[src/rtl/uart_tx_arbiter.sv]
// rtl/uart_tx_arbiter.sv - round-robin arbiter sharing one UART transmitter between two 4-byte requesters
module uart_tx_arbiter #(
    parameter int         BUSY_TIMEOUT = 16,
    parameter logic [2:0] BAUD_RESET   = 3'b111
) (
    input  logic        Clk,
    input  logic        reset,
    input  logic        req0,
    input  logic        req1,
    input  logic [31:0] msg0,
    input  logic [31:0] msg1,
    input  logic [2:0]  baud_cfg,
    output logic        ack0,
    output logic        ack1,
    output logic        done0,
    output logic        done1,
    output logic        err,
    output logic        busy,
    input  logic        Tx_BUSY,
    output logic        Tx_WR,
    output logic        Tx_EN,
    output logic [7:0]  Tx_DATA,
    output logic [2:0]  baud_select
);

    localparam int TW = $clog2(BUSY_TIMEOUT + 1);

    typedef enum logic [2:0] {
        S_IDLE,
        S_LOAD,
        S_WRITE,
        S_WAIT_BUSY,
        S_WAIT_DONE
    } state_t;

    state_t        state_q;
    logic          owner_q;
    logic          last_q;
    logic [23:0]   rest_q;
    logic [1:0]    byte_q;
    logic [TW-1:0] tmo_q;
    logic          ack0_q;
    logic          ack1_q;
    logic          done0_q;
    logic          done1_q;
    logic          err_q;
    logic          busy_q;
    logic          wr_q;
    logic          en_q;
    logic [7:0]    data_q;
    logic [2:0]    baud_q;

    logic          grant_d;
    logic [31:0]   msg_d;

    // On a tie the side not granted last wins; a sole requester always wins.
    always_comb begin
        grant_d = req1;
        if (req0 && req1) begin
            grant_d = ~last_q;
        end
        msg_d = grant_d ? msg1 : msg0;
    end

    always_ff @(posedge Clk) begin
        if (reset) begin
            state_q <= S_IDLE;
            owner_q <= 1'b0;
            last_q  <= 1'b1;
            rest_q  <= '0;
            byte_q  <= '0;
            tmo_q   <= '0;
            ack0_q  <= 1'b0;
            ack1_q  <= 1'b0;
            done0_q <= 1'b0;
            done1_q <= 1'b0;
            err_q   <= 1'b0;
            busy_q  <= 1'b0;
            wr_q    <= 1'b0;
            en_q    <= 1'b0;
            data_q  <= '0;
            baud_q  <= BAUD_RESET;
        end else begin
            ack0_q  <= 1'b0;
            ack1_q  <= 1'b0;
            done0_q <= 1'b0;
            done1_q <= 1'b0;
            err_q   <= 1'b0;
            wr_q    <= 1'b0;
            case (state_q)
                S_IDLE: begin
                    if (req0 || req1) begin
                        owner_q <= grant_d;
                        last_q  <= grant_d;
                        ack0_q  <= ~grant_d;
                        ack1_q  <= grant_d;
                        en_q    <= 1'b1;
                        data_q  <= msg_d[31:24];
                        rest_q  <= msg_d[23:0];
                        baud_q  <= baud_cfg;
                        byte_q  <= '0;
                        busy_q  <= 1'b1;
                        state_q <= S_LOAD;
                    end
                end
                S_LOAD: begin
                    // Waiting here also absorbs a transmitter still draining a prior byte.
                    if (!Tx_BUSY) begin
                        wr_q    <= 1'b1;
                        state_q <= S_WRITE;
                    end
                end
                S_WRITE: begin
                    tmo_q   <= '0;
                    state_q <= S_WAIT_BUSY;
                end
                S_WAIT_BUSY: begin
                    if (Tx_BUSY) begin
                        state_q <= S_WAIT_DONE;
                    end else if (tmo_q == TW'(BUSY_TIMEOUT - 1)) begin
                        err_q   <= 1'b1;
                        en_q    <= 1'b0;
                        busy_q  <= 1'b0;
                        state_q <= S_IDLE;
                    end else begin
                        tmo_q <= tmo_q + 1'b1;
                    end
                end
                S_WAIT_DONE: begin
                    if (!Tx_BUSY) begin
                        if (byte_q == 2'd3) begin
                            done0_q <= ~owner_q;
                            done1_q <= owner_q;
                            en_q    <= 1'b0;
                            busy_q  <= 1'b0;
                            state_q <= S_IDLE;
                        end else begin
                            byte_q  <= byte_q + 1'b1;
                            data_q  <= rest_q[23:16];
                            rest_q  <= {rest_q[15:0], 8'h00};
                            state_q <= S_LOAD;
                        end
                    end
                end
                default: begin
                    state_q <= S_IDLE;
                end
            endcase
        end
    end

    assign ack0        = ack0_q;
    assign ack1        = ack1_q;
    assign done0       = done0_q;
    assign done1       = done1_q;
    assign err         = err_q;
    assign busy        = busy_q;
    assign Tx_WR       = wr_q;
    assign Tx_EN       = en_q;
    assign Tx_DATA     = data_q;
    assign baud_select = baud_q;

endmodule

[config.mk]
export PLATFORM = sky130hd
export DESIGN_NAME = uart_tx_arbiter
export DESIGN_NICKNAME = d
export VERILOG_FILES = /design/src/rtl/uart_tx_arbiter.sv
export SDC_FILE = /design/constraint.sdc
export NUM_CORES = 1
export LEC_CHECK = 0
export ABC_AREA = 1
export CORE_ASPECT_RATIO = 0.6
export CORE_UTILIZATION = 40
export CTS_CLUSTER_SIZE = 24
export DETAILED_ROUTE_END_ITERATION = 8
export PLACE_DENSITY = 0.76
export REMOVE_ABC_BUFFERS = 1
export SYNTH_ARGS = -nofsm -noshare
export SYNTH_HDL_FRONTEND = slang
export SYNTH_SLANG_ARGS = --single-unit
[constraint.sdc]
create_clock -name Clk -period 1.6 [get_ports Clk]
set_input_delay 0.24 -clock Clk [delete_from_list [all_inputs] [get_ports Clk]]
set_output_delay 0.24 -clock Clk [all_outputs]
set_load 0.005 [all_outputs]
==> impl_metrics.env, run 1 <==
export IMPL_outcome="completed"
export IMPL_cp_top_family="simple AND/OR/NAND/NOR gates"
export IMPL_grt_pass1_wl_mm=13.7
export IMPL_crit_top_cell="nor2_1"
export IMPL_grt_max_degree=41
export IMPL_worstPathRequired_ns=1.78
export IMPL_path_max_fanout=7
export IMPL_syn_avg_cell_area_sq_um=6.17
export IMPL_nFillCells=700
export IMPL_setup_ws_ns=0.109
export IMPL_insertedDiodeCount=0
export IMPL_synth_fa_ha_area_share_pct=1.23
export IMPL_max_vdd_ir_drop_v=0.000565
export IMPL_grt_ovfl_total=0
export IMPL_cp_arrival_ns=1.67
export IMPL_post_place_ws_ns=-0.191
export IMPL_grt_antenna_before_repair=0
export IMPL_die_area_sq_um=7970
export IMPL_yosysTopAreaCellShare_pct=35.5
export IMPL_clock_path_buffers=2
export IMPL_synth_area_mux_share_pct=0
export IMPL_drt_wl_total_mm=8.24
export IMPL_drive_gt1_share_pct=8.15
export IMPL_vias=3287
export IMPL_postRouteAntennaNets=0
export IMPL_power_density_nw_per_um2=1010
export IMPL_worst_pin_slew_ns=0.325
export IMPL_ctsHtreeMaxLevel=2
export IMPL_rows=24
export IMPL_fin_skew_ns=0.00600
export IMPL_async_flop_share_pct=0
export IMPL_synth_top_family_by_area="simple AND/OR/NAND/NOR gates"
export IMPL_chipHeight_um=69.6
export IMPL_cts_sinks=54
export IMPL_cts_tree="built"
export IMPL_max_slew_margin_pct=78.3
export IMPL_first_pass_iters=4
export IMPL_drc=0
export IMPL_maxCapViolations=0
export IMPL_slowest_delay_ns=0.33
export IMPL_crit_buf_inv=2
export IMPL_hold_path_class="register to register"
export IMPL_whs_ns=0.472
export IMPL_cts_made_buffers=5
export IMPL_worstPathCellList="ha_1, nand2_1, nor2_1, ha_2, inv_2, nand3_2, nand2_4, inv_4, a21oi_2, nor2_1"
export IMPL_power_uw=4350
export IMPL_io_buffers=90
export IMPL_multi_input_area_sq_um=1570
export IMPL_yosysWarnings=0
export IMPL_synth_edf_count=0
export IMPL_syn2layout_area_growth_pct=41.9
export IMPL_finalHoldViolations=0
export IMPL_fp_dieW_um=115
export IMPL_grt_pass1_vias=3031
export IMPL_gp_congestion=0.807
export IMPL_wl_per_cell_um=11.9
export IMPL_ys_seq_area_share_pct=35.5
export IMPL_synthSimpleGateAreaFrac_pct=40.8
export IMPL_core_sq_um=7300
export IMPL_critPathSlowestCell="dfxtp_2"
export IMPL_ys_seq_elements=54
export IMPL_synth_top_cell_by_area="dfxtp_1"
export IMPL_cp_end_kind="register"
export IMPL_first_iter_violations=207
export IMPL_synth_cells=493
export IMPL_clk_latency_ns=0.28
export IMPL_syn_cell_area_sq_um=3040
export IMPL_startpoint_type="register"
export IMPL_regArea_sq_um=1090
export IMPL_track_usage_pct=21.3
export IMPL_max_freq_mhz=671
export IMPL_synthXorXnorAreaFrac_pct=0
export IMPL_final_nets=663
export IMPL_slew_viol_final=0
export IMPL_cts_root_buf="clkbuf_16"
export IMPL_clk_pin_slew_ns=0.07
export IMPL_viasPerCell=4.74
export IMPL_tns_ns=0
export IMPL_io_pins=91
export IMPL_setup_viol=0
export IMPL_netlist_top_cells_area="dfxtp_1, nand2_1, nor2_1, inv_1, nand3b_1"
export IMPL_fin_crit_ns=1.49
export IMPL_start_util_pct=41.7
export IMPL_dpl_hpwl_mm=6.17
export IMPL_synth_cell_types=24
export IMPL_leakagePower_uw=0.00205
export IMPL_synth_compound_area_share_pct=8.55
export IMPL_post_route_period_util_pct=93.2
export IMPL_worstSetupPathType="register to register"
export IMPL_post_cts_buffers=0
export IMPL_synth_flop_cell="dfxtp_1"
layer usage:
metal,global-route usage [%],wire length [um],up-vias
met3,4.20,515,9
met1,29.3,4030,1490
met4,4.04,61,0
met5,0,0,-
met2,34.8,3630,81
li1,-,-,1707
cells in the mapped netlist (3+ instances only):
master	n
nand2_1	132
nor2_1	85
inv_1	67
dfxtp_1	54
nand3_1	37
o21ai_0	26
nand3b_1	25
a21oi_1	19
clkbuf_1	11
buf_2	10
buf_6	5
o21ai_1	4
ha_1	3
nor3_1	3
report_power, final:
part	switching, uW	internal [uW]
logic	835	739
registers	109	1590
clock network	454	621
sequential cells by signal, summed over array words and instances, names as in the netlist, 2 cells and up:
| signal | cells |
|---|---|
| rest_q | 24 |
| Tx_DATA | 8 |
| tmo_q | 5 |
| baud_select | 3 |
| state_q | 3 |
| byte_q | 2 |
path summary, 6_finish.rpt:
check | slack (ns) | from | cells after the start | end
worst max-delay path | 0.11 | tmo_q[0]$_SDFFE_PP0P_ | 10 | tmo_q[1]$_SDFFE_PP0P_
worst min-delay path | 0.47 | baud_select[1]$_SDFFE_PP1P_ | 2 | baud_select[1]$_SDFFE_PP1P_
worst max register to register | 0.11 | tmo_q[0]$_SDFFE_PP0P_ | 10 | tmo_q[1]$_SDFFE_PP0P_
worst min register to register | 0.47 | baud_select[1]$_SDFFE_PP1P_ | 2 | baud_select[1]$_SDFFE_PP1P_
per-stage QoR:
step	utilization, %	cell area [sq um]	std cells
3_3_place_gp	56.6	4130	685
4_1_cts	58.7	4280	693
3_5_place_dp	56.6	4130	685
6_report	59.2	4320	693
5_1_grt	59.2	4320	693
2_1_floorplan	-	2890	466
worst min-delay path: stages, from the launching register on:
cell and delay [ns]:
dfxtp_1 0.34, nand2_1 0.05, nand3_1 0.05
kinds of logic (layout without fill, tap and decap cells):
group / Yosys count / count (layout)
AND/OR/NAND/NOR: 287 / 287
flip-flops: 54 / 54
buffers and inverters: 98 / 194
adder cells (fa/ha/maj): 3 / 3
AO/OA/AOI/OAI: 51 / 51
cell type report:
class                      count  area share [%]
clock buffer                   7            3.30
clock inverter                 1           0.116
inverter                      71            6.23
multi-input combinational    341            36.2
sequential                    54            25.1
tap                          104            3.01
timing repair buffer         115            26.0
timing repair:
action	CTS	global route
resized for setup	1	19
hold buffers	0	0
endpoints found under the setup margin	2	10
pin swaps	0	1
cell usage in the layout, fill, tap and decap left out:
| cell type | netlist | final |
|---|---|---|
| inv_4 | 0 | 1 |
| nor4b_1 | 1 | 1 |
| clkinv_2 | 0 | 1 |
| inv_1 | 67 | 65 |
| dfxtp_2 | 0 | 4 |
| clkbuf_1 | 11 | 1 |
| nor2_4 | 1 | 1 |
| nand3_2 | 0 | 1 |
| inv_2 | 2 | 3 |
| buf_6 | 5 | 2 |
| clkbuf_8 | 0 | 1 |
| dfxtp_1 | 54 | 50 |
| ha_1 | 3 | 2 |
| clkdlybuf4s50_1 | 0 | 90 |
| o211ai_1 | 1 | 1 |
| nor2_1 | 85 | 85 |
| clkinv_1 | 2 | 2 |
| o21ai_0 | 26 | 22 |
| buf_12 | 0 | 2 |
| ha_2 | 0 | 1 |
| nor4_1 | 1 | 1 |
| nand2_4 | 0 | 1 |
| a21oi_2 | 0 | 2 |
| nor3b_1 | 1 | 1 |
| clkbuf_16 | 0 | 5 |
| a211oi_1 | 1 | 1 |
| nand2_2 | 1 | 2 |
| buf_4 | 1 | 21 |
| nand3_1 | 37 | 36 |
| nand2_1 | 132 | 130 |
| nand3b_1 | 25 | 25 |
| o21ai_1 | 4 | 8 |
| nor3_1 | 3 | 3 |
| a21oi_1 | 19 | 17 |
(Power assumes the default switching activity.)
==> run 2, diff against run 1 <==
CELL_PAD_IN_SITES_DETAIL_PLACEMENT = 2   (was default)
CELL_PAD_IN_SITES_GLOBAL_PLACEMENT = 2   (was default)
CORE_UTILIZATION = 24   (was 40)
PLACE_DENSITY = 0.86   (was 0.76)
==> run 2 against run 1 <==
Setup slack worse by 0.049 ns. Clock skew rose by 0.0022 ns. Sequential cell count is the same. Combinational power is 16% higher. Routed wire length grew 49%. Hold slack improved by 0.0082 ns. Design area increased by 5.0%. Count of clock-buffer cells in the layout down 2. Die area up 65%. Global-route usage is 2.9 points lower. Clock power is 33% higher. Critical endpoint is now rest_q[15]$_SDFFE_PP0P_.
==> impl_metrics.env, run 2 (synthesized netlist as in run 1, its figures left out) <==
export IMPL_outcome="completed"
export IMPL_intPower_uw=3300
export IMPL_fp_dieW_um=147
export IMPL_first_pass_iters=6
export IMPL_grt_pass1_wl_mm=18.8
export IMPL_final_common_cell="nand2_1"
export IMPL_final_cell_mix="nand2_1, clkdlybuf4s50_1, nor2_1"
export IMPL_drc=0
export IMPL_postRouteAntennaNets=0
export IMPL_core_sq_um=12200
export IMPL_grt_pass1_vias=3736
export IMPL_hold_start="baud_select[2]$_SDFFE_PP1P_"
export IMPL_worst_pin_slew_ns=0.396
export IMPL_ff2ff_setup_slack_ns=0.09
export IMPL_seqPwrFrac_pct=34.5
export IMPL_io_buffers=90
export IMPL_post_route_period_util_pct=96.2
export IMPL_max_vdd_ir_drop_v=0.000428
export IMPL_worstSetupPathType="primary input to register"
export IMPL_cts_sinks=54
export IMPL_clk_pin_slew_ns=0.08
export IMPL_hold_depth=2
export IMPL_vias=3472
export IMPL_regArea_sq_um=1080
export IMPL_setup_viol=0
export IMPL_cp_arrival_ns=1.73
export IMPL_regMostFlops="rest_q"
export IMPL_grt_antenna_before_repair=0
export IMPL_cts_hold_buf=0
export IMPL_insertedDiodeCount=0
export IMPL_wl_per_cell_um=16.3
export IMPL_fin_crit_ns=1.54
export IMPL_clock_path_buffers=2
export IMPL_layoutNonFillerInstCount=753
export IMPL_gp_congestion=0.745
export IMPL_swShare_pct=33.5
export IMPL_cts_made_buffers=5
export IMPL_dp_cells=741
export IMPL_drive_gt1_share_pct=9.18
export IMPL_multi_input_area_sq_um=1610
export IMPL_reg2reg_from="state_q[1]$_SDFFE_PP0P_"
export IMPL_clkPwrFrac_pct=29.0
export IMPL_whs_ns=0.480
export IMPL_dpl_hpwl_mm=8.67
export IMPL_first_iter_violations=182
export IMPL_syn2layout_area_growth_pct=49.1
export IMPL_grt_ovfl_total=0
export IMPL_path_max_fanout=27
export IMPL_power_density_nw_per_um2=1100
export IMPL_r2r_cells=9
export IMPL_io_pins=91
export IMPL_clk_latency_ns=0.30
export IMPL_drt_wl_total_mm=12.3
export IMPL_viasPerCell=4.61
export IMPL_maxCapViolations=0
export IMPL_r2r_end="rest_q[15]$_SDFFE_PP0P_"
export IMPL_combPwrFrac_pct=36.6
export IMPL_chipHeight_um=89.2
export IMPL_max_slew_margin_pct=73.6
export IMPL_worstPathRequired_ns=1.79
export IMPL_cts_root_buf="clkbuf_16"
export IMPL_start_util_pct=24.9
export IMPL_min_to="baud_select[2]$_SDFFE_PP1P_"
export IMPL_slew_viol_final=0
export IMPL_max_freq_mhz=649
export IMPL_switchingPower_uw=1660
export IMPL_track_usage_pct=18.4
export IMPL_fin_skew_ns=0.00816
export IMPL_nFillCells=1472
export IMPL_cts_tree="built"
export IMPL_post_place_ws_ns=-0.351
export IMPL_largest_reg_flops=24
export IMPL_finalHoldViolations=0
export IMPL_leakagePower_uw=0.00211
export IMPL_final_nets=662
export IMPL_startpoint_type="primary input"
export IMPL_die_area_sq_um=13100
export IMPL_rows=31
export IMPL_fin_util_pct=37.1
export IMPL_crit_start="req1"
export IMPL_cp_end_kind="register"
export IMPL_hold_path_class="register to register"
export IMPL_grt_max_degree=35
export IMPL_ctsHtreeMaxLevel=2
export IMPL_setup_ws_ns=0.0602
==> run 2: changes by cell type in the layout (fill, tap and decap cells not counted), sizes merged <==
cell           previous run  this run
buf                      25        22
dlymetal6s2s              0         1
bufinv                    0         2
clkdlybuf4s50            90        89
==> run 2: what timing repair did <==
| action | CTS | global route |
|---|---|---|
| endpoints found under the setup margin | 14 | 39 |
| resized for setup | 11 | 16 |
| pin swaps | 3 | 5 |
| gates cloned | 0 | 2 |
| buffers inserted | 0 | 2 |
==> run 2: through the flow <==
step	total power [uW]	cell area, sq um	setup TNS [ns]
6_report	4970	4540	0
5_1_grt	5290	4540	-0.0301
4_1_cts	4890	4420	0
3_5_place_dp	3410	4200	-10.39
3_3_place_gp	3270	4200	-8.00
2_1_floorplan	2570	2890	-12.64
==> run 2: worst max path at each step <==
stage | end | slack, ns | depth (start not counted)
2_1_floorplan | rest_q[0]$_SDFFE_PP0P_ | -0.55 | 7
3_3_place_gp | rest_q[10]$_SDFFE_PP0P_ | -0.30 | 9
3_5_place_dp | rest_q[19]$_SDFFE_PP0P_ | -0.35 | 9
4_1_cts | rest_q[22]$_SDFFE_PP0P_ | 0.004 | 9
5_1_grt | rest_q[15]$_SDFFE_PP0P_ | -0.03 | 9
6_report | rest_q[15]$_SDFFE_PP0P_ | 0.06 | 10
==> run 2: area by class of cell <==
cell class | instances | area share [%]
clock buffer | 5 | 2.76
multi-input combinational | 341 | 35.5
clock inverter | 3 | 1.52
sequential | 54 | 23.9
timing repair buffer | 114 | 25.8
inverter | 71 | 5.93
tap | 165 | 4.55
==> run 2: worst max-delay path, cell delays in order <==
cell             delay [ns]
clkdlybuf4s50_1        0.53
nor2_2                 0.19
nand3_1                0.10
nand2_1                0.11
inv_2                  0.06
nand2_4                0.11
buf_12                 0.18
nand2_1                0.08
nand2_1                0.08
nor2_1                 0.05
==> run 2: power by group through the flow <==
stage / sequential, uW / combinational [uW] / clock [uW]
5_1_grt: 1730 / 2040 / 1520
2_1_floorplan: 1710 / 859 / 0
3_3_place_gp: 1710 / 1550 / 0
6_report: 1710 / 1820 / 1440
4_1_cts: 1700 / 1720 / 1470
3_5_place_dp: 1730 / 1680 / 0
==> run 2: per-layer routing <==
layer / global-route usage, % / vias up / routed length (um)
li1: - / 1702 / -
met1: 23.2 / 1687 / 5670
met2: 33.0 / 73 / 5960
met3: 3.06 / 10 / 542
met4: 4.69 / 0 / 119
met5: 0 / - / 0
==> run 3, diff against run 2 <==
HOLD_SLACK_MARGIN = 0.08   (was default)
==> results of run 3 <==
The final DEF is identical to that of run 2; final timing and power are the same.
